$ cat src/rtl/jtag_types_pkg.sv
// Shared types for the asynchronous FIFO read-side logic.
//
// Contents:
//   afifo_rd_state_t  - unload controller state encoding
//   lane_count_width  - bits needed to hold a lane count of 0..bytes_per_word
package jtag_types_pkg;

    typedef enum logic [1:0] {
        RC_IDLE    = 2'd0,
        RC_FILL    = 2'd1,
        RC_PRESENT = 2'd2
    } afifo_rd_state_t;

    function automatic int lane_count_width(input int bytes_per_word);
        return $clog2(bytes_per_word + 1);
    endfunction

endpackage

$ cat src/rtl/afifo_rd_timer.sv
// Saturating idle counter for the read-side unload controller.
//
// Ports:
//   rclk     in   read-domain clock
//   r_nrst   in   synchronous active-low reset
//   clear    in   force the count back to zero (highest priority after reset)
//   tick     in   count one idle cycle
//   expired  out  count has reached TIMEOUT (never asserted when TIMEOUT=0)
module afifo_rd_timer #(
    parameter int TIMEOUT = 16
) (
    input  logic rclk,
    input  logic r_nrst,
    input  logic clear,
    input  logic tick,
    output logic expired
);

    localparam int TW = (TIMEOUT > 0) ? $clog2(TIMEOUT + 1) : 1;
    localparam logic [TW-1:0] TMAX = TW'(TIMEOUT);

    logic [TW-1:0] count_q;

    // Counter holds at TMAX so a long-idle partial word keeps requesting presentation.
    // With TIMEOUT=0 TMAX is zero, so the counter never moves and expired stays low.
    always_ff @(posedge rclk) begin
        if (!r_nrst) begin
            count_q <= '0;
        end else if (clear) begin
            count_q <= '0;
        end else if (tick && (count_q != TMAX)) begin
            count_q <= count_q + TW'(1);
        end
    end

    assign expired = (TIMEOUT != 0) && (count_q == TMAX);

endmodule

$ cat src/rtl/afifo_rd_ctrl.sv
// Read-side unload controller for the asynchronous FIFO (rclk domain only).
// Pops first-word-fall-through entries and packs them into words, lane 0 first.
// A word is presented when full, on flush, or after an idle timeout.
//
// Ports:
//   rclk       in   read-domain clock
//   r_nrst     in   synchronous active-low reset
//   enable     in   allow popping from the FIFO
//   flush      in   request presentation of a partial word
//   empty      in   FIFO empty flag
//   rdata      in   FIFO head entry, valid while empty=0
//   rinc       out  pop strobe to the FIFO
//   out_valid  out  packed word valid (registered)
//   out_ready  in   consumer accepts the word
//   out_data   out  packed word, unused lanes zero
//   out_count  out  number of valid lanes in out_data
module afifo_rd_ctrl
    import jtag_types_pkg::*;
#(
    parameter int DATA_WIDTH     = 8,
    parameter int BYTES_PER_WORD = 4,
    parameter int TIMEOUT        = 16
) (
    input  logic                                   rclk,
    input  logic                                   r_nrst,
    input  logic                                   enable,
    input  logic                                   flush,
    input  logic                                   empty,
    input  logic [DATA_WIDTH-1:0]                  rdata,
    output logic                                   rinc,
    output logic                                   out_valid,
    input  logic                                   out_ready,
    output logic [DATA_WIDTH*BYTES_PER_WORD-1:0]   out_data,
    output logic [$clog2(BYTES_PER_WORD+1)-1:0]    out_count
);

    localparam int CW = lane_count_width(BYTES_PER_WORD);
    localparam int WW = DATA_WIDTH * BYTES_PER_WORD;
    localparam logic [CW-1:0] LAST_LANE = CW'(BYTES_PER_WORD - 1);

    afifo_rd_state_t state_q;
    afifo_rd_state_t state_d;

    logic [CW-1:0] count_q;
    logic [WW-1:0] pack_q;
    logic          out_valid_q;
    logic          pop;
    logic          handshake;
    logic          timer_clear;
    logic          timer_tick;
    logic          timer_expired;

    // Gating with r_nrst keeps the FIFO untouched during the reset cycle even though
    // the state register only returns to IDLE at the reset edge.
    assign pop       = r_nrst && (state_q == RC_FILL) && enable && !empty;
    assign rinc      = pop;
    assign handshake = out_valid_q && out_ready;

    // Next-state logic. A pop on the last lane or together with a flush presents at the
    // same edge, so the popped entry is always part of the presented word.
    always_comb begin
        state_d = state_q;
        case (state_q)
            RC_IDLE: begin
                if (enable) begin
                    state_d = RC_FILL;
                end
            end
            RC_FILL: begin
                if (pop) begin
                    if ((count_q == LAST_LANE) || flush) begin
                        state_d = RC_PRESENT;
                    end
                end else if (count_q != '0) begin
                    if (flush || timer_expired) begin
                        state_d = RC_PRESENT;
                    end
                end else if (!enable) begin
                    state_d = RC_IDLE;
                end
            end
            RC_PRESENT: begin
                if (handshake) begin
                    state_d = enable ? RC_FILL : RC_IDLE;
                end
            end
            default: begin
                state_d = RC_IDLE;
            end
        endcase
    end

    always_ff @(posedge rclk) begin
        if (!r_nrst) begin
            state_q <= RC_IDLE;
        end else begin
            state_q <= state_d;
        end
    end

    // The timer only runs while a partial word sits in FILL without new entries arriving.
    assign timer_clear = pop || (state_q != RC_FILL) || (state_d == RC_PRESENT);
    assign timer_tick  = (state_q == RC_FILL) && (count_q != '0) && !pop;

    afifo_rd_timer #(
        .TIMEOUT (TIMEOUT)
    ) u_timer (
        .rclk    (rclk),
        .r_nrst  (r_nrst),
        .clear   (timer_clear),
        .tick    (timer_tick),
        .expired (timer_expired)
    );

    // Packing register doubles as out_data. Lanes are zeroed after each handshake so a
    // later partial word shows zeros in its unused lanes.
    always_ff @(posedge rclk) begin
        if (!r_nrst) begin
            count_q     <= '0;
            pack_q      <= '0;
            out_valid_q <= 1'b0;
        end else if (handshake) begin
            count_q     <= '0;
            pack_q      <= '0;
            out_valid_q <= 1'b0;
        end else begin
            if (pop) begin
                pack_q[count_q*DATA_WIDTH +: DATA_WIDTH] <= rdata;
                count_q <= count_q + CW'(1);
            end
            if ((state_q == RC_FILL) && (state_d == RC_PRESENT)) begin
                out_valid_q <= 1'b1;
            end
        end
    end

    assign out_valid = out_valid_q;
    assign out_data  = pack_q;
    assign out_count = count_q;

endmodule
$ cat config.mk
export PLATFORM = sky130hd
export DESIGN_NAME = afifo_rd_ctrl
export DESIGN_NICKNAME = d
export VERILOG_FILES = /design/src/rtl/jtag_types_pkg.sv /design/src/rtl/afifo_rd_timer.sv /design/src/rtl/afifo_rd_ctrl.sv
export SDC_FILE = /design/constraint.sdc
export NUM_CORES = 1
export LEC_CHECK = 0
export CORE_AREA = 5 5 82 84
export CTS_BUF_LIST = sky130_fd_sc_hd__clkbuf_8
export CTS_CLUSTER_SIZE = 12
export DETAILED_ROUTE_END_ITERATION = 8
export DIE_AREA = 0 0 87 89
export PLACE_DENSITY_LB_ADDON = 0.15
export SYNTH_ARGS = -nofsm -noshare
export SYNTH_HDL_FRONTEND = slang
export SYNTH_SLANG_ARGS = --single-unit
$ cat constraint.sdc
create_clock -name rclk -period 2.6 [get_ports rclk]
set_input_delay 0.65 -clock rclk [delete_from_list [all_inputs] [get_ports rclk]]
set_output_delay 0.65 -clock rclk [all_outputs]
set_load 0.005 [all_outputs]
# == Yosys cells after proc, flatten, opt, wreduce, memory -nomap -nowiden ==
# Index checks and enable logic that the tools add are counted.
# classes
n_addsub,3
n_eq_ne,7
n_shift,2
muxes,10
bitwise,1
reduce_logical,18
# op_table
op,n
$neg 6->34,1
$shift 8x34->32 const A,1
$shiftx 8x34->32,1
$bwmux 32,1
$mux 2,7
$logic_and 1x1->1,8
$pmux 2 s3,1
$add 5x1->5 const B,1
$eq 5x5->1 const B,1
$ne 5x5->1 const B,1
$eq 2x2->1 const B,2
$logic_or 1x1->1,4
$reduce_or 2->1,2
$add 3x1->3 const B,1
$eq 3x2->1 const B,1
$reduce_bool 3->1,1
$eq 2x1->1 const B,1
$logic_not 1->1,2
$logic_not 2->1,1
$ne 2x1->1 const B,1
$mux 1,1
$not 1->1,1
# word_totals
register_bits,43
input_bits,14
output_inout_bits,37
word_cells,46

# == Depth between registers and ports, before layout ==
# Gate-level depths: netlist of run 1.
# depth
ltp_word,9
mapped_depth,7

# == Cells and area by module ==
# Synthesis of run 1 repeated with hierarchy kept, for this count alone.
# unflattened
cells_unflattened,207
area_unflattened_um2,1981.9
# by_module_without_submodules
mod,n_inst,cells_each,area_per_inst_um2
afifo_rd_ctrl,1,178,1706.6
afifo_rd_timer,1,29,275.3

# == Least setup slack after synthesis of run 1 ==
# No wires, ideal clock.
# synth_timing
kind,register to register
from,register count_q[0] (netlist: out_count[0])
to,register pack_q[0] (netlist: out_data[0])
setup_ns,0.128
arrival_ns,1.945
setup_slack_ns,0.527
stages_incl_launch_ff,8
n_path_buf,0
cell_sequence,dfxtp_1 > inv_2 > ha_1 > ha_1 > nor4b_4 > nand4_4 > mux2i_1 > nor2_1
# synth_via
elab_chain_cells,3
elab_cells_between_ends,4
classes_between,1 x add/sub; 2 x shift; 1 x mux
# synth_rtl
item,line,text
"start, declared",afifo_rd_ctrl.sv:44,logic [CW-1:0] count_q;
"start signal, assigned",afifo_rd_ctrl.sv:129,count_q <= count_q + CW'(1);
$neg 6->34 (*),afifo_rd_ctrl.sv:128,pack_q[count_q*DATA_WIDTH +: DATA_WIDTH] <= rdata;
$shiftx 8x34->32 or $shift 8x34->32 (tied branches),afifo_rd_ctrl.sv:128,
$bwmux 32 (*),afifo_rd_ctrl.sv:128,
"end signal, assigned by index",afifo_rd_ctrl.sv:128,
"end, declared",afifo_rd_ctrl.sv:45,logic [WW-1:0] pack_q;
# Every way passes the cells marked *; elsewhere a longest branch is shown, timed or not.
# A chain may end at the register's enable or synchronous reset.

# == Worst setup path after layout of run 1 ==
# layout_timing
from,input port empty
to,output port rinc
# layout_via
elab_chain_cells,2
# layout_rtl
item,line,text
"start, declared",afifo_rd_ctrl.sv:28,"input logic empty,"
$logic_not 1->1,afifo_rd_ctrl.sv:55,assign pop = r_nrst && (state_q == RC_FILL) && enable && !empty;
$logic_and 1x1->1,afifo_rd_ctrl.sv:55,
"end, declared",afifo_rd_ctrl.sv:30,"output logic rinc,"
# Every way passes these cells.

==> flow_summary.rst, run 1 <==
.. list-table::
   :header-rows: 1

   * - Metric
     - Value
   * - Length of routed met2 wiring
     - 2.14 mm
   * - Wire length of the first global-routing pass
     - 8.16 mm
   * - Synthesized instance count
     - 211
   * - Clock transition at the registers of the reported paths
     - 80 ps
   * - Count of boundary I/O pins
     - 51
   * - Run status
     - finished, final reports clean
   * - Required time reported for the critical path endpoint
     - 1950 ps
   * - Synth warnings
     - 0
   * - Routed via count divided by cell count
     - 4.80
   * - Commonest non-fill, non-tap cells in the layout
     - sky130_fd_sc_hd__clkdlybuf4s50_1 (50), sky130_fd_sc_hd__dfxtp_1 (43), sky130_fd_sc_hd__nand2_1 (35)
   * - Starting utilization of the core area
     - 34.1%
   * - CP Data Arrival Time
     - 1890 ps
   * - Largest net degree at the start of global routing
     - 27
   * - Worst clock skew
     - 6.21 ps
   * - Total Negative Setup Slacks
     - 0 ps
   * - Clock latency reported for the late side of the worst-skew pair
     - 300 ps
   * - Iteration count of the initial detailed-routing pass
     - 4
   * - Setup slack at placement
     - 60.4 ps
   * - Final Setup Violations
     - 0
   * - Period utilisation layout
     - 97.8%
   * - Ratio of cells with drive above 1 in the final layout
     - 11.6%
   * - Wire length on met3
     - 324 um
   * - Net count after synthesis
     - 233
   * - Number of sinks on the clock net
     - 43
   * - Number of maximum-capacitance violations
     - 0
   * - Layout Area Growth over Synthesis
     - 35.5%
   * - Wire per inst
     - 14.1 um
   * - Row count
     - 28
   * - Antenna-violating nets left
     - 0
   * - Post-synthesis cell type count
     - 41
   * - Inserted Clock Buffers
     - 5
   * - Buffers inserted by post-CTS timing repair
     - 0
   * - Remaining DRCs
     - 0
   * - Leakage power of the design
     - 0.00102 uW
   * - H-tree Lvls
     - 2
   * - Number of antenna violations at the first check in global routing
     - 0
   * - Die area
     - 7740 um2
   * - Post-Synthesis Cell Area
     - 1990 um2
   * - Met1 wire length
     - 2.27 mm
   * - Die boundary height
     - 89 um
   * - Final Routed Wirelength
     - 4.82 mm
   * - Pwr dens
     - 478 nW/um2
   * - Minimum setup slack in the final design
     - 57.4 ps
   * - Setup crit start kind
     - input port
   * - Largest fanout of any net on the critical path
     - 3
   * - TritonCTS clock tree
     - done
   * - Worst slew margin relative to its limit
     - 70.8%
   * - Die W
     - 87 um
   * - Vias in the first global route
     - 1,646
   * - Achievable Freq
     - 393 MHz
   * - Type of the setup path with the least slack
     - in -> out
   * - Leading cell type in the layout, fill and taps excluded
     - sky130_fd_sc_hd__clkdlybuf4s50_1
   * - Post-cts sizing count
     - 0
   * - Ant. Diodes
     - 0
   * - Number of max-slew violations in the final report
     - 0
   * - Largest buffer count on any clock path
     - 2
   * - GR Overflow Total
     - 0
   * - Total vias in the final route
     - 1,642
   * - Cts hold-fix bufs
     - 0
   * - Time the final worst path needs with I/O delays and setup
     - 2540 ps
   * - Number of nets in the final layout
     - 289
   * - RePlAce Congestion
     - 0.768
   * - Tightest Hold Check Type
     - reg -> reg
   * - Register bit total from synthesis
     - 43
   * - Port Buf Inserts
     - 50
   * - Top layer reached by signal wires
     - met4
   * - Fraction of the yosys area taken by sequential cells
     - 43.2%
   * - IR Drop Worst-Case VDD
     - 0.224 mV
   * - Synth Area per Inst
     - 9.45 um2
   * - Transition time of the tightest slew-check pin
     - 436 ps
   * - Std-Cell Core Area
     - 5850 um2
   * - Unrepaired setup endpoints after global routing
     - false
   * - Setup slack of the worst register-to-register path
     - 510 ps
   * - Total power
     - 1290 uW
   * - HPWL Detailed
     - 3.53 mm
   * - Kind of end point of the critical path
     - output port
   * - Global-route usage over all layers
     - 13.6%
   * - Hold Violations, Final
     - 0
   * - Clock root cell
     - sky130_fd_sc_hd__clkbuf_8
   * - Initial detailed-routing violation count
     - 87
[final cells by class]
| type | instances | area [um2] |
|---|---|---|
| fill | 596 | 3150 |
| multi-input combinational | 154 | 1060 |
| sequential | 43 | 861 |
| timing repair buffer | 58 | 561 |
| tap | 75 | 93.8 |
| clock buffer | 5 | 68.8 |
| clock inverter | 2 | 37.5 |
| inverter | 5 | 18.8 |
[cell families (layout without fill, tap and decap cells)]
kind of cell	Yosys count	in the layout	synth area share, %
DFF	43	43	43.2
xor gates and xnor gates	5	5	2.20
and+or+nand+nor	91	91	26.3
adders and majority gates	8	8	5.02
AOI/OAI and AO/OA	33	33	11.1
muxes	17	17	8.60
buffers and inverters	14	70	3.58
[per-stage QoR]
stage / instance area (um2) / util, % / hold WS (ps) / instances
finish: 2700 / 46.2 / 461 / 342
global route: 2700 / 46.2 / 487 / 342
CTS: 2700 / 46.2 / 464 / 342
detailed placement: 2590 / 44.4 / 451 / 335
global placement: 2590 / 44.4 / 444 / 335
floorplan: 1990 / - / 453 / 211
[synth_stat cells, drive strengths merged]
| cell | count | area [um2] |
|---|---|---|
| dfxtp | 43 | 861 |
| nand2 | 35 | 131 |
| nor2 | 20 | 77.6 |
| nand3 | 19 | 100 |
| o21ai | 18 | 90.1 |
| mux2i | 16 | 160 |
| ha | 8 | 100 |
| buf | 6 | 41.3 |
| inv | 5 | 18.8 |
| a21oi | 4 | 20.0 |
| a21boi | 3 | 33.8 |
| clkbuf | 3 | 11.3 |
| nand4 | 3 | 63.8 |
| nor4b | 3 | 62.6 |
| xnor2 | 3 | 26.3 |
| a211oi | 2 | 15.0 |
| nand2b | 2 | 12.5 |
| nand3b | 2 | 18.8 |
| nor2b | 2 | 12.5 |
| xor2 | 2 | 17.5 |
| a21bo | 1 | 16.3 |
| a22oi | 1 | 7.51 |
| a311o | 1 | 10.0 |
| and2b | 1 | 7.51 |
| and3 | 1 | 6.26 |
| and3b | 1 | 8.76 |
| and4bb | 1 | 12.5 |
| mux2 | 1 | 11.3 |
| nor3 | 1 | 10.0 |
| o211ai | 1 | 7.51 |
| o31ai | 1 | 12.5 |
| o32ai | 1 | 8.76 |
[flip-flops by register name (all words and copies together), names as in the netlist]
name	count
out_count	3
out_data	32
out_valid	1
state_q	2
u_timer.count_q	5
[worst paths after layout]
check / start / end / depth (start not counted)
setup / recovery: empty / rinc / 4
hold / removal: out_data[24]$_SDFFE_PP0P_ / out_data[24]$_SDFFE_PP0P_ / 2
setup reg to reg: out_count[1]$_SDFFE_PP0P_ / out_data[3]$_SDFFE_PP0P_ / 7
hold reg to reg: out_data[24]$_SDFFE_PP0P_ / out_data[24]$_SDFFE_PP0P_ / 2
[power by group]
| group | internal (uW) | switching (uW) |
|---|---|---|
| clock | 281 | 231 |
| sequential | 663 | 4.72 |
| combinational | 52.6 | 60.1 |
| total | 996 | 296 |
[metal layers]
layer	up-vias	GRT usage (%)
li1	838	-
met2	41	20.9
met5	-	0
met1	755	17.7
met3	8	4.61
met4	0	5.24
[worst max-delay path: stages]
cell and delay, ps:
sky130_fd_sc_hd__clkdlybuf4s50_1 430, sky130_fd_sc_hd__nand2b_1 180, sky130_fd_sc_hd__nor2_2 130, sky130_fd_sc_hd__clkdlybuf4s50_1 510
Power figures use the tool's default switching activity.
==> inputs of run 2 (changes only) <==
--- a/config.mk
+++ b/config.mk
@@ -5,11 +5,11 @@
 export SDC_FILE = /design/constraint.sdc
 export NUM_CORES = 1
 export LEC_CHECK = 0
-export CORE_AREA = 5 5 82 84
+export CORE_AREA = 5 5 96 98
 export CTS_BUF_LIST = sky130_fd_sc_hd__clkbuf_8
 export CTS_CLUSTER_SIZE = 12
 export DETAILED_ROUTE_END_ITERATION = 8
-export DIE_AREA = 0 0 87 89
+export DIE_AREA = 0 0 101 103
 export PLACE_DENSITY_LB_ADDON = 0.15
 export SYNTH_ARGS = -nofsm -noshare
 export SYNTH_HDL_FRONTEND = slang
==> flow_summary.rst, run 2 (synthesis results as in run 1) <==
.. list-table::
   :header-rows: 1

   * - Metric
     - Value
   * - Run status
     - finished, final reports clean
   * - Largest fanout of any net on the critical path
     - 2 (-1)
   * - Ant. Diodes
     - 0 (unchanged)
   * - Pwr dens
     - 442 nW/um2 (-7.6%)
   * - Worst clock skew
     - 9.74 ps (+3.53 ps)
   * - Initial detailed-routing violation count
     - 26 (-70%)
   * - RePlAce Congestion
     - 0.728 (-5.1%)
   * - Layout Area Growth over Synthesis
     - 37.5%
   * - TritonCTS clock tree
     - done
   * - Number of nets in the final layout
     - 291 (+0.69%)
   * - Cell Count Post-Placement
     - 370 (+10%)
   * - Tightest Hold Check Type
     - reg -> reg
   * - Starting utilization of the core area
     - 23.8% (-10 points)
   * - Wire length of the first global-routing pass
     - 8.76 mm (+7.3%)
   * - Iteration count of the initial detailed-routing pass
     - 4 (unchanged)
   * - Number of antenna violations at the first check in global routing
     - 0 (unchanged)
   * - H-tree Lvls
     - 2 (unchanged)
   * - Post-route non-filler standard cell count
     - 377 (+10%)
   * - Buffers inserted by post-CTS timing repair
     - 0 (unchanged)
   * - Number of sinks on the clock net
     - 43 (unchanged)
   * - Vias in the first global route
     - 1,753 (+6.5%)
   * - Die area
     - 10,400 um2 (+34%)
   * - IR Drop Worst-Case VDD
     - 0.201 mV (-11%)
   * - Required time reported for the critical path endpoint
     - 1950 ps (about the same)
   * - Clock transition at the registers of the reported paths
     - 80 ps (about the same)
   * - Kind of end point of the critical path
     - output port
   * - Clock latency reported for the late side of the worst-skew pair
     - 300 ps (about the same)
   * - Time the final worst path needs with I/O delays and setup
     - 2170 ps (-368 ps)
   * - GR Overflow Total
     - 0 (unchanged)
   * - Total power
     - 1210 uW (-6.2%)
   * - Flip-flop count of the largest register after layout
     - 32 (unchanged)
   * - Count of boundary I/O pins
     - 51 (unchanged)
   * - Setup crit start kind
     - input port
   * - Transition time of the tightest slew-check pin
     - 450 ps (+13.9 ps)
   * - Row count
     - 34 (+21%)
   * - Die W
     - 101 um (+16%)
   * - Period utilisation layout
     - 83.6% (-14 points)
   * - Final Routed Wirelength
     - 5.34 mm (+11%)
   * - Clock root cell
     - sky130_fd_sc_hd__clkbuf_8
   * - Total Negative Setup Slacks
     - 0 ps (unchanged)
   * - Worst slew margin relative to its limit
     - 69.9% (-0.93 points)
   * - Remaining DRCs
     - 0 (unchanged)
   * - Hold Violations, Final
     - 0 (unchanged)
   * - Final Setup Violations
     - 0 (unchanged)
   * - Type of the setup path with the least slack
     - in -> out
   * - Leading cell type in the layout, fill and taps excluded
     - sky130_fd_sc_hd__clkdlybuf4s50_1
   * - Unrepaired setup endpoints after global routing
     - false
   * - Commonest non-fill, non-tap cells in the layout
     - sky130_fd_sc_hd__clkdlybuf4s50_1 (49), sky130_fd_sc_hd__dfxtp_1 (43), sky130_fd_sc_hd__nand2_1 (35)
   * - Final hold slack
     - 458 ps (-2.91 ps)
   * - Ratio of cells with drive above 1 in the final layout
     - 12.3% (+0.66 points)
   * - Global-route usage over all layers
     - 10.9% (-2.7 points)
   * - Leakage power of the design
     - 0.00105 uW (+2.2%)
   * - CP Data Arrival Time
     - 1520 ps (-370 ps)
   * - Number of maximum-capacitance violations
     - 0 (unchanged)
   * - Largest buffer count on any clock path
     - 2 (unchanged)
   * - Std-Cell Core Area
     - 8380 um2 (+43%)
   * - Port Buf Inserts
     - 50 (unchanged)
   * - Inserted Clock Buffers
     - 5 (unchanged)
   * - HPWL Detailed
     - 3.88 mm (+9.7%)
   * - Largest net degree at the start of global routing
     - 27 (unchanged)
   * - Number of max-slew violations in the final report
     - 0 (unchanged)
   * - Routed via count divided by cell count
     - 4.36 (-9.2%)
   * - Wire per inst
     - 14.2 um (+0.52%)
   * - Number of cells on the worst reg-to-reg path
     - 7 (unchanged)
   * - Antenna-violating nets left
     - 0 (unchanged)
   * - Total vias in the final route
     - 1,644 (+0.12%)
   * - Final core utilization
     - 32.7% (-13 points)
   * - Achievable Freq
     - 460 MHz (+17%)
   * - Count of cells along the worst hold path
     - 2 (unchanged)
   * - Die boundary height
     - 103 um (+16%)
-- run 2: cell types whose count changed in the layout (fill, tap and decap cells not counted) --
cell / before / now
sky130_fd_sc_hd__buf_4: 8 / 10
sky130_fd_sc_hd__bufinv_16: 1 / 0
sky130_fd_sc_hd__clkdlybuf4s50_1: 50 / 49
sky130_fd_sc_hd__clkinv_2: 0 / 1
sky130_fd_sc_hd__clkinv_4: 0 / 1
sky130_fd_sc_hd__clkinvlp_4: 1 / 0
sky130_fd_sc_hd__dlymetal6s2s_1: 0 / 1
sky130_fd_sc_hd__nor2_2: 1 / 0
sky130_fd_sc_hd__nor2_4: 0 / 1
-- run 2: routing by layer --
layer  vias to the layer above  wire (um)  global-route usage, %  part of all wire (%)
li1                        842          -                      -                     -
met1                       758       2450                   13.1                    46
met2                        36       2520                   18.6                    47
met3                         8        310                   3.59                   5.8
met5                         -          0                      0                     0
met4                         0         61                   3.07                   1.1
-- run 2: critical path: stages --
cell and delay, ps:
sky130_fd_sc_hd__clkdlybuf4s50_1 490, sky130_fd_sc_hd__nand3b_2 120, sky130_fd_sc_hd__nor2_4 130, sky130_fd_sc_hd__dlymetal6s2s_1 130
-- run 2: cell type report --
type,count,area (um2)
Timing Repair Buffer,60,578
Sequential cell,43,861
Fill cell,905,5640
Clock buffer,5,68.8
Tap cell,108,135
Inverter,5,18.8
Multi-Input combinational cell,154,1070
Clock inverter,2,13.8
-- run 2: power breakdown --
part           switching (uW)  internal (uW)
Combinational            62.3           54.8
Sequential               4.78            663
Clock                     243            184
Total                     310            902
-- run 2: final timing paths --
| path | from | to | slack, ps |
|---|---|---|---|
| setup / recovery | r_nrst | rinc | 430 |
| hold / removal | out_data[27]$_SDFFE_PP0P_ | out_data[27]$_SDFFE_PP0P_ | 460 |
| setup reg to reg | out_count[1]$_SDFFE_PP0P_ | out_data[7]$_SDFFE_PP0P_ | 510 |
| hold reg to reg | out_data[27]$_SDFFE_PP0P_ | out_data[27]$_SDFFE_PP0P_ | 460 |
-- run 2: per-stage QoR --
step	instance area, um2	worst slack [ps]
final	2740	426
after floorplan	1990	527
after global routing	2740	311
after detailed placement	2650	56.6
after global placement	2650	82.1
after CTS	2730	41.4
-- run 2: timing repair --
item                                    in CTS  in global routing
resized for setup                            0                  2
hold buffers                                 0                  0
endpoints found under the setup margin       0                  1
